## src/rtl/jx2_ex_cs_add_pipe.sv

```systemverilog
// ---------------------------------------------------------------------------
// jx2_ex_cs_add_pipe
// Two-stage pipelined carry-select adder/subtractor for the EX address and
// integer path. Stage 1 pre-computes, for every SEG-bit segment, the segment
// sum assuming carry-in 0 and carry-in 1. Stage 2 resolves the select chain,
// derives carry/overflow from the raw full-width sum and applies the
// high-bit extension mode. A valid/ready handshake with back-pressure holds
// up to two results when the consumer stalls.
//
// Ports:
//   clock     in   system clock, rising edge
//   reset     in   asynchronous active-low reset
//   inValid   in   operands valid
//   inReady   out  operands accepted this cycle when inValid is also high
//                  (combinational from pipe occupancy and outReady)
//   valA/valB in   WIDTH-bit operands
//   carryIn   in   carry-in for add, ignored when sub=1
//   sub       in   1: A + ~B + 1
//   extMode   in   00 full, 01 zero-extend above ADDR_BITS,
//                  10 sign-extend from ADDR_BITS-1, 11 same as 00
//   outValid  out  result valid
//   outReady  in   consumer accepts result
//   valC      out  WIDTH-bit result (extension applied)
//   carryOut  out  carry out of bit WIDTH-1 (sub: 1 = no borrow)
//   ovf       out  signed overflow at bit WIDTH-1
// ---------------------------------------------------------------------------
module jx2_ex_cs_add_pipe #(
   parameter int unsigned WIDTH     = 64,
   parameter int unsigned SEG       = 16,
   parameter int unsigned ADDR_BITS = 48
) (
   input  logic             clock,
   input  logic             reset,
   input  logic             inValid,
   output logic             inReady,
   input  logic [WIDTH-1:0] valA,
   input  logic [WIDTH-1:0] valB,
   input  logic             carryIn,
   input  logic             sub,
   input  logic [1:0]       extMode,
   output logic             outValid,
   input  logic             outReady,
   output logic [WIDTH-1:0] valC,
   output logic             carryOut,
   output logic             ovf
);

   localparam int unsigned NSEG = WIDTH / SEG;
   localparam int unsigned SW   = SEG + 1;

   // Bits above the effective address width; all-zero when ADDR_BITS == WIDTH
   // because the shift then yields zero and the decrement wraps to all ones.
   localparam logic [WIDTH-1:0] HI_MASK =
      ~((WIDTH'(1) << ADDR_BITS) - WIDTH'(1));

   // ------------------------------------------------------------------
   // Handshake
   // ------------------------------------------------------------------
   logic s1_valid_q, s1_valid_d;
   logic out_valid_q, out_valid_d;
   logic s2_adv;
   logic s1_load;
   logic s2_load;

   assign s2_adv   = !out_valid_q || outReady;
   assign inReady  = !s1_valid_q || s2_adv;
   assign s1_load  = inValid && inReady;
   assign s2_load  = s2_adv && s1_valid_q;

   // ------------------------------------------------------------------
   // Stage 1: per-segment speculative sums
   // ------------------------------------------------------------------
   logic [NSEG-1:0][SEG:0] s1_sum0_q, s1_sum0_d;
   logic [NSEG-1:0][SEG:0] s1_sum1_q, s1_sum1_d;
   logic                   s1_cin_q,  s1_cin_d;
   logic                   s1_amsb_q, s1_amsb_d;
   logic                   s1_bmsb_q, s1_bmsb_d;
   logic [1:0]             s1_ext_q,  s1_ext_d;

   // Segment 0 is treated like the others: both candidates are kept and the
   // registered effective carry-in picks between them in stage 2.
   always_comb begin
      logic [WIDTH-1:0] b_eff;
      logic [SEG:0]     a_seg;
      logic [SEG:0]     b_seg;
      b_eff     = sub ? ~valB : valB;
      a_seg     = '0;
      b_seg     = '0;
      s1_sum0_d = '0;
      s1_sum1_d = '0;
      for (int k = 0; k < int'(NSEG); k++) begin
         a_seg        = SW'(valA[k*SEG +: SEG]);
         b_seg        = SW'(b_eff[k*SEG +: SEG]);
         s1_sum0_d[k] = a_seg + b_seg;
         s1_sum1_d[k] = a_seg + b_seg + SW'(1);
      end
      s1_cin_d  = sub | carryIn;
      s1_amsb_d = valA[WIDTH-1];
      s1_bmsb_d = b_eff[WIDTH-1];
      s1_ext_d  = extMode;
   end

   // Stage 1 stays full while its result cannot move into the output stage.
   assign s1_valid_d = s1_load || (s1_valid_q && !s2_adv);

   always_ff @(posedge clock or negedge reset) begin
      if (!reset) begin
         s1_valid_q <= 1'b0;
         s1_sum0_q  <= '0;
         s1_sum1_q  <= '0;
         s1_cin_q   <= 1'b0;
         s1_amsb_q  <= 1'b0;
         s1_bmsb_q  <= 1'b0;
         s1_ext_q   <= 2'b00;
      end else begin
         s1_valid_q <= s1_valid_d;
         if (s1_load) begin
            s1_sum0_q <= s1_sum0_d;
            s1_sum1_q <= s1_sum1_d;
            s1_cin_q  <= s1_cin_d;
            s1_amsb_q <= s1_amsb_d;
            s1_bmsb_q <= s1_bmsb_d;
            s1_ext_q  <= s1_ext_d;
         end
      end
   end

   // ------------------------------------------------------------------
   // Stage 2: select chain, flags, extension
   // ------------------------------------------------------------------
   logic [WIDTH-1:0] val_c_q, val_c_d;
   logic             carry_q, carry_d;
   logic             ovf_q,   ovf_d;

   always_comb begin
      logic [WIDTH-1:0] raw;
      logic [SEG:0]     sel;
      logic             carry;
      raw   = '0;
      sel   = '0;
      carry = s1_cin_q;
      // Carry into each segment is the MSB of the previously selected sum.
      for (int k = 0; k < int'(NSEG); k++) begin
         sel                = carry ? s1_sum1_q[k] : s1_sum0_q[k];
         raw[k*SEG +: SEG]  = sel[SEG-1:0];
         carry              = sel[SEG];
      end
      carry_d = carry;
      // Flags always come from the raw full-width sum.
      ovf_d   = (s1_amsb_q == s1_bmsb_q) && (raw[WIDTH-1] != s1_amsb_q);
      unique case (s1_ext_q)
         2'b01:   val_c_d = raw & ~HI_MASK;
         2'b10:   val_c_d = raw[ADDR_BITS-1] ? (raw | HI_MASK) : (raw & ~HI_MASK);
         default: val_c_d = raw;
      endcase
   end

   assign out_valid_d = s2_adv ? s1_valid_q : out_valid_q;

   always_ff @(posedge clock or negedge reset) begin
      if (!reset) begin
         out_valid_q <= 1'b0;
         val_c_q     <= '0;
         carry_q     <= 1'b0;
         ovf_q       <= 1'b0;
      end else begin
         out_valid_q <= out_valid_d;
         if (s2_load) begin
            val_c_q <= val_c_d;
            carry_q <= carry_d;
            ovf_q   <= ovf_d;
         end
      end
   end

   assign outValid = out_valid_q;
   assign valC     = val_c_q;
   assign carryOut = carry_q;
   assign ovf      = ovf_q;

endmodule

```

## config.mk

```make
export PLATFORM = sky130hd
export DESIGN_NAME = jx2_ex_cs_add_pipe
export DESIGN_NICKNAME = d
export VERILOG_FILES = /design/src/rtl/jx2_ex_cs_add_pipe.sv
export SDC_FILE = /design/constraint.sdc
export NUM_CORES = 1
export LEC_CHECK = 0
export ABC_CLOCK_PERIOD_IN_PS = 3100
export CAP_MARGIN = 25
export CORE_ASPECT_RATIO = 0.8
export CORE_UTILIZATION = 45
export CTS_CLUSTER_SIZE = 40
export DETAILED_ROUTE_END_ITERATION = 12
export PLACE_DENSITY = 0.67
export SLEW_MARGIN = 20
export SYNTH_ARGS = -nofsm -noshare
export SYNTH_HDL_FRONTEND = slang
export SYNTH_SLANG_ARGS = --single-unit
```

## constraint.sdc

```tcl
create_clock -name clock -period 3.1 [get_ports clock]
set_clock_uncertainty 0.15 [all_clocks]
set_input_delay 0.93 -clock clock [delete_from_list [all_inputs] [get_ports clock]]
set_output_delay 0.93 -clock clock [all_outputs]
set_load 0.02 [all_outputs]
```

# Yosys cells after proc, flatten, opt, wreduce, memory -nomap -nowiden
# Cells that the tools add are included.
classes:
  n_reduce_logical: 10
  add_sub_neg: 8
  bitwise: 2
  n_mux: 7
  n_eq_ne: 4
op_table:
  columns: ["op", "count"]
  rows:
  - ["$mux 64", 2]
  - ["$pmux 64 s2", 1]
  - ["$add 16x16->17", 4]
  - ["$add 17x1->17 const B", 4]
  - ["$mux 17", 4]
  - ["$not 64->64", 1]
  - ["$logic_and 1x1->1", 4]
  - ["$logic_not 1->1", 3]
  - ["$logic_or 1x1->1", 3]
  - ["$eq 2x1->1 const B", 1]
  - ["$eq 2x2->1 const B", 1]
  - ["$eq 1x1->1", 1]
  - ["$ne 1x1->1", 1]
  - ["$or 1x1->1", 1]
totals:
  wordCells: 48
  register_bits: 209
  inputBits: 136

# Longest topological paths before layout
logic_depth:
  depth_word: 6
  depth_mapped: 16
  depth_no_buf: 14

# Worst setup path before layout
# OpenSTA, ideal clock, no wires.
synth_timing:
  path_type: "input to register"
  from: "in sub"
  to: "reg s1_sum1_q[62] (netlist name)"
  slack_ps: -1686
  cell_stages: 15
  path_buffers: 2
  t_arrival_ps: 4507
  cell_sequence: "clkbuf_1 buf_1 xor2_1 ha_1 inv_1 fa_1 nand3b_1 nand3b_1 or4b_4 nand4b_4 or2_4 nor3_1 or3b_1 xnor2_1 o21ai_1"
synth_between:
  elab_chain_len: 3
synth_lines:
  columns: ["item", "line_no", "rtl"]
  rows:
  - ["start: declaration", "39", "input logic sub,"]
  - ["$mux 64", "86", "b_eff = sub ? ~valB : valB;"]
  - ["$add 16x16->17", "95", "s1_sum1_d[k] = a_seg + b_seg + SW'(1);"]
  - ["$add 17x1->17", "95", null]
  - ["end signal: assignment", "119", "s1_sum1_q <= s1_sum1_d;"]
  - ["end: declaration", "74", "logic [NSEG-1:0][SEG:0] s1_sum1_q, s1_sum1_d;"]
# Every way passes these cells.
# A chain may end at the register's enable or synchronous reset.

# Worst setup path after layout
layout_timing:
  from: "in sub"
  to: "reg s1_sum1_q[48] (netlist name)"
# Same word-level chain as after synthesis.

==> results by group <==
Status
  • Status: finished with violations
  • Failing checks: design-rule violations, negative setup slack

Clock tree
  • CTS Buf Count: 24
  • CTS hold repair buffers: 0
  • CTS root buf: clkbuf_16
  • CTS H-Tree Depth: 1
  • CTS Buffer Depth: 3
  • Clk slew on worst S/H paths: roughly 0.06 ns
  • Worst-Skew Late Latency: 0.52 ns
  • CTS sink count: 209
  • CTS tree: built

Power and ir drop
  • Pwr dens: between 600 and 700 nW/µm²
  • Total power: between 10 and 15 mW
  • Leak Pwr: just over 9 nW
  • Max VDD drop: between 200 and 300 µV

Layout
  • FILL cells: ~2,100
  • Commonest non-fill, non-tap cells in the layout: 289 x buf_4, 209 x dfrtp_1, 177 x clkdlybuf4s50_1, 175 x nand2_1, 109 x o21ai_0
  • Area grow syn2layout: 54.7%
  • Commonest non-fill, non-tap cell in the layout: buf_4
  • Nets: ~2,100
  • Area occupied by multi-input gates: about 9000 µm²
  • Register area: between 5000 and 6000 µm²
  • Share of cells above drive strength 1: 0.336
  • Post-route cell area: 20,400 µm²
  • Final cell count without fillers: around 2,300
  • Ant diodes: 0

Setup path
  • Worst stage delay on the critical path: 0.39 ns
  • Required @ worst endpoint: around 3.3 ns
  • Critical path peak fanout: 5
  • Crit-path slowest cell: or3_4
  • Data arrival, critical path: 3.94 ns
  • Reg2Reg Launch Point: s1_cin_q$_DFFE_PN0P_
  • Critical path launch point type: input pin
  • Worst Setup End Kind: flip-flop
  • CP Cell Sequence: buf_12, buf_12, buf_4, xor2_1, ha_2, a21o_1, and2_4, or3_4, buf_6, o311ai_4, nand4_1, or3_4, buf_4, buf_6, nor2_4, xor2_1, o21ai_1
  • WS Path Type: in -> reg
  • Critical path startpoint: sub

Floorplanning
  • Die X: ~190 µm
  • Rows: 55
  • Die area: approximately 30,000 µm²
  • Starting Density: 0.462
  • I/O pins: 204
  • Die H: around 160 µm
  • Area of the core: ~29,000 µm²

Timing
  • Worst slew pin tran: slightly below 0.6 ns
  • Unrepaired setup endpoints after global routing: yes
  • Final WS setup: -0.598 ns
  • Period utilization: 1.19
  • Setup TNS Final: -16.33 ns
  • Slew Viols, Final: 0
  • Minimum clock period: roughly 3.7 ns
  • Hold Fails Final Rpt: 0
  • Final Setup Violations: 55
  • Slew HR: 0.608
  • Fmax: around 270 MHz

Yosys
  • Avg Inst Size Synth: between 9 and 10 µm²
  • Syn Inst Count: ~1,400
  • Post-synth EDFFs: 0
  • Synthesized net count: 1,599
  • Most common flop cell mapped by yosys: dfrtp_1
  • Sequential share of the synthesized area: 0.396
  • Synth cell types: 80
  • Yosys Warn Count: 0
  • Area of the mapped netlist: around 13,000 µm²
  • Ys async rst share: 1.00
  • Register bit total from synthesis: ~210

Placed design
  • Hpwl dp: 25,200 µm
  • Inst Count DP: 2,170
  • GPL Wtd Cong: about 0.84
  • Area after DPL: 17,800 µm²
  • Port buffer count: slightly above 200

Global route
  • Largest net degree at the start of global routing: a little under 70
  • First-pass GRT wire length: 59,200 µm
  • GRT overflow: 0
  • GRT Util Overall: 0.238
  • Antenna violations before repair: 0
  • Vias in the first global route: about 12,000

Routing
  • Post-DRT Antenna Nets: 0
  • Residual DRC: 12
  • Detailed Route WL: ~36,000 µm
  • Pre-antenna DRT Iters: 10
  • Via count: around 12,000
  • Vias per cell: 5.24
  • WL per Instance: roughly 16 µm
  • DRT iter0 DRCs: approximately 680

Run
  • # Max-Cap Violations: 0

Min path
  • Worst Hold Class: in -> async
-- synthesized netlist by cell type (7+ instances only) --
library cell	count	area [µm²]
dfrtp_1	209	5230
nand2_1	181	679
o21ai_0	155	776
xor2_1	101	885
nor2_1	78	293
ha_1	75	938
mux2_2	62	698
xnor2_1	62	543
a21oi_1	56	280
mux2i_1	51	510
clkbuf_1	44	165
inv_1	30	113
nand3_1	27	135
nor3_1	25	125
a21o_1	17	128
nor2b_1	12	75.1
o21a_1	12	90.1
and3_1	10	62.6
nand2b_1	10	62.6
or3_1	10	62.6
and2_1	9	56.3
buf_1	9	33.8
nand4_1	7	43.8
o21ai_1	7	35.0
-- power by group --
group | internal [mW] | total [mW] | switching [mW]
registers | 3.64 | 4.16 | 0.517
logic | 3.24 | 6.33 | 3.09
clock network | 1.62 | 2.74 | 1.12
total | 8.51 | 13.2 | 4.72
-- worst paths after layout --
check | to | slack (ns) | cells past startpoint
max in group asynchronous | s1_sum1_q[38]$_DFFE_PN0P_ | 1.84 | 2
min | valC[21]$_DFFE_PN0P_ | 0.27 | 1
min in group clock | valC[38]$_DFFE_PN0P_ | 0.33 | 2
min reg2reg | valC[38]$_DFFE_PN0P_ | 0.33 | 2
max reg2reg | valC[53]$_DFFE_PN0P_ | 0.48 | 7
max | s1_sum1_q[48]$_DFFE_PN0P_ | -0.60 | 17
-- per-stage QoR --
stage | utilization | setup WS, ns | hold WS [ns]
floorplan | - | -1.06 | 0.294
global placement | 0.624 | -1.35 | 0.305
detailed placement | 0.624 | -1.38 | 0.317
CTS | 0.695 | -0.639 | 0.280
global route | 0.715 | -0.697 | 0.303
finish | 0.715 | -0.598 | 0.272
-- final cells by class --
cell class	instances	share of cell area
multi-input combinational	1088	0.443
sequential	209	0.256
timing repair buffer	535	0.236
clock buffer	37	0.0337
tap	370	0.0227
inverter	30	0.00551
clock inverter	7	0.00380
-- state kept, by name, summed over array words and instances, names as in the netlist --
name	cells
s1_sum0_q	68
s1_sum1_q	68
valC	64
s1_ext_q	2
carryOut	1
outValid	1
ovf	1
s1_amsb_q	1
s1_bmsb_q	1
s1_cin_q	1
s1_valid_q	1
-- cell families after synthesis --
group / after synthesis / share of synthesized area
compound gates: 317 / 0.146
fa+ha+maj: 79 / 0.0771
xor+xnor: 163 / 0.108
mux: 116 / 0.0966
flops: 209 / 0.396
buf+inv: 87 / 0.0261
simple gates: 413 / 0.150
-- routing by layer --
layer	GRT usage	part of all wire	up-vias
li1	-	-	5891
met1	0.322	0.46	5746
met5	0	0	-
met3	0.0338	0.039	45
met2	0.406	0.48	251
met4	0.0484	0.015	0
-- critical path: cells and delay by family --
kind                     cells  cell delay, ns
AO/OA/AOI/OAI                3            0.51
XOR/XNOR                     2            0.30
AND/OR/NAND/NOR              5            1.22
adder cells (fa/ha/maj)      1            0.19
buffers and inverters        6            0.81
-- repair_timing --
action,CTS,global route
endpoints found under the setup margin,76,77
cloned,1,0
buffers inserted,55,17
pin swaps,124,75
gates resized for setup,246,84
endpoints found under the hold margin,0,0
Note: power is estimated with default switching activity, not from simulation.
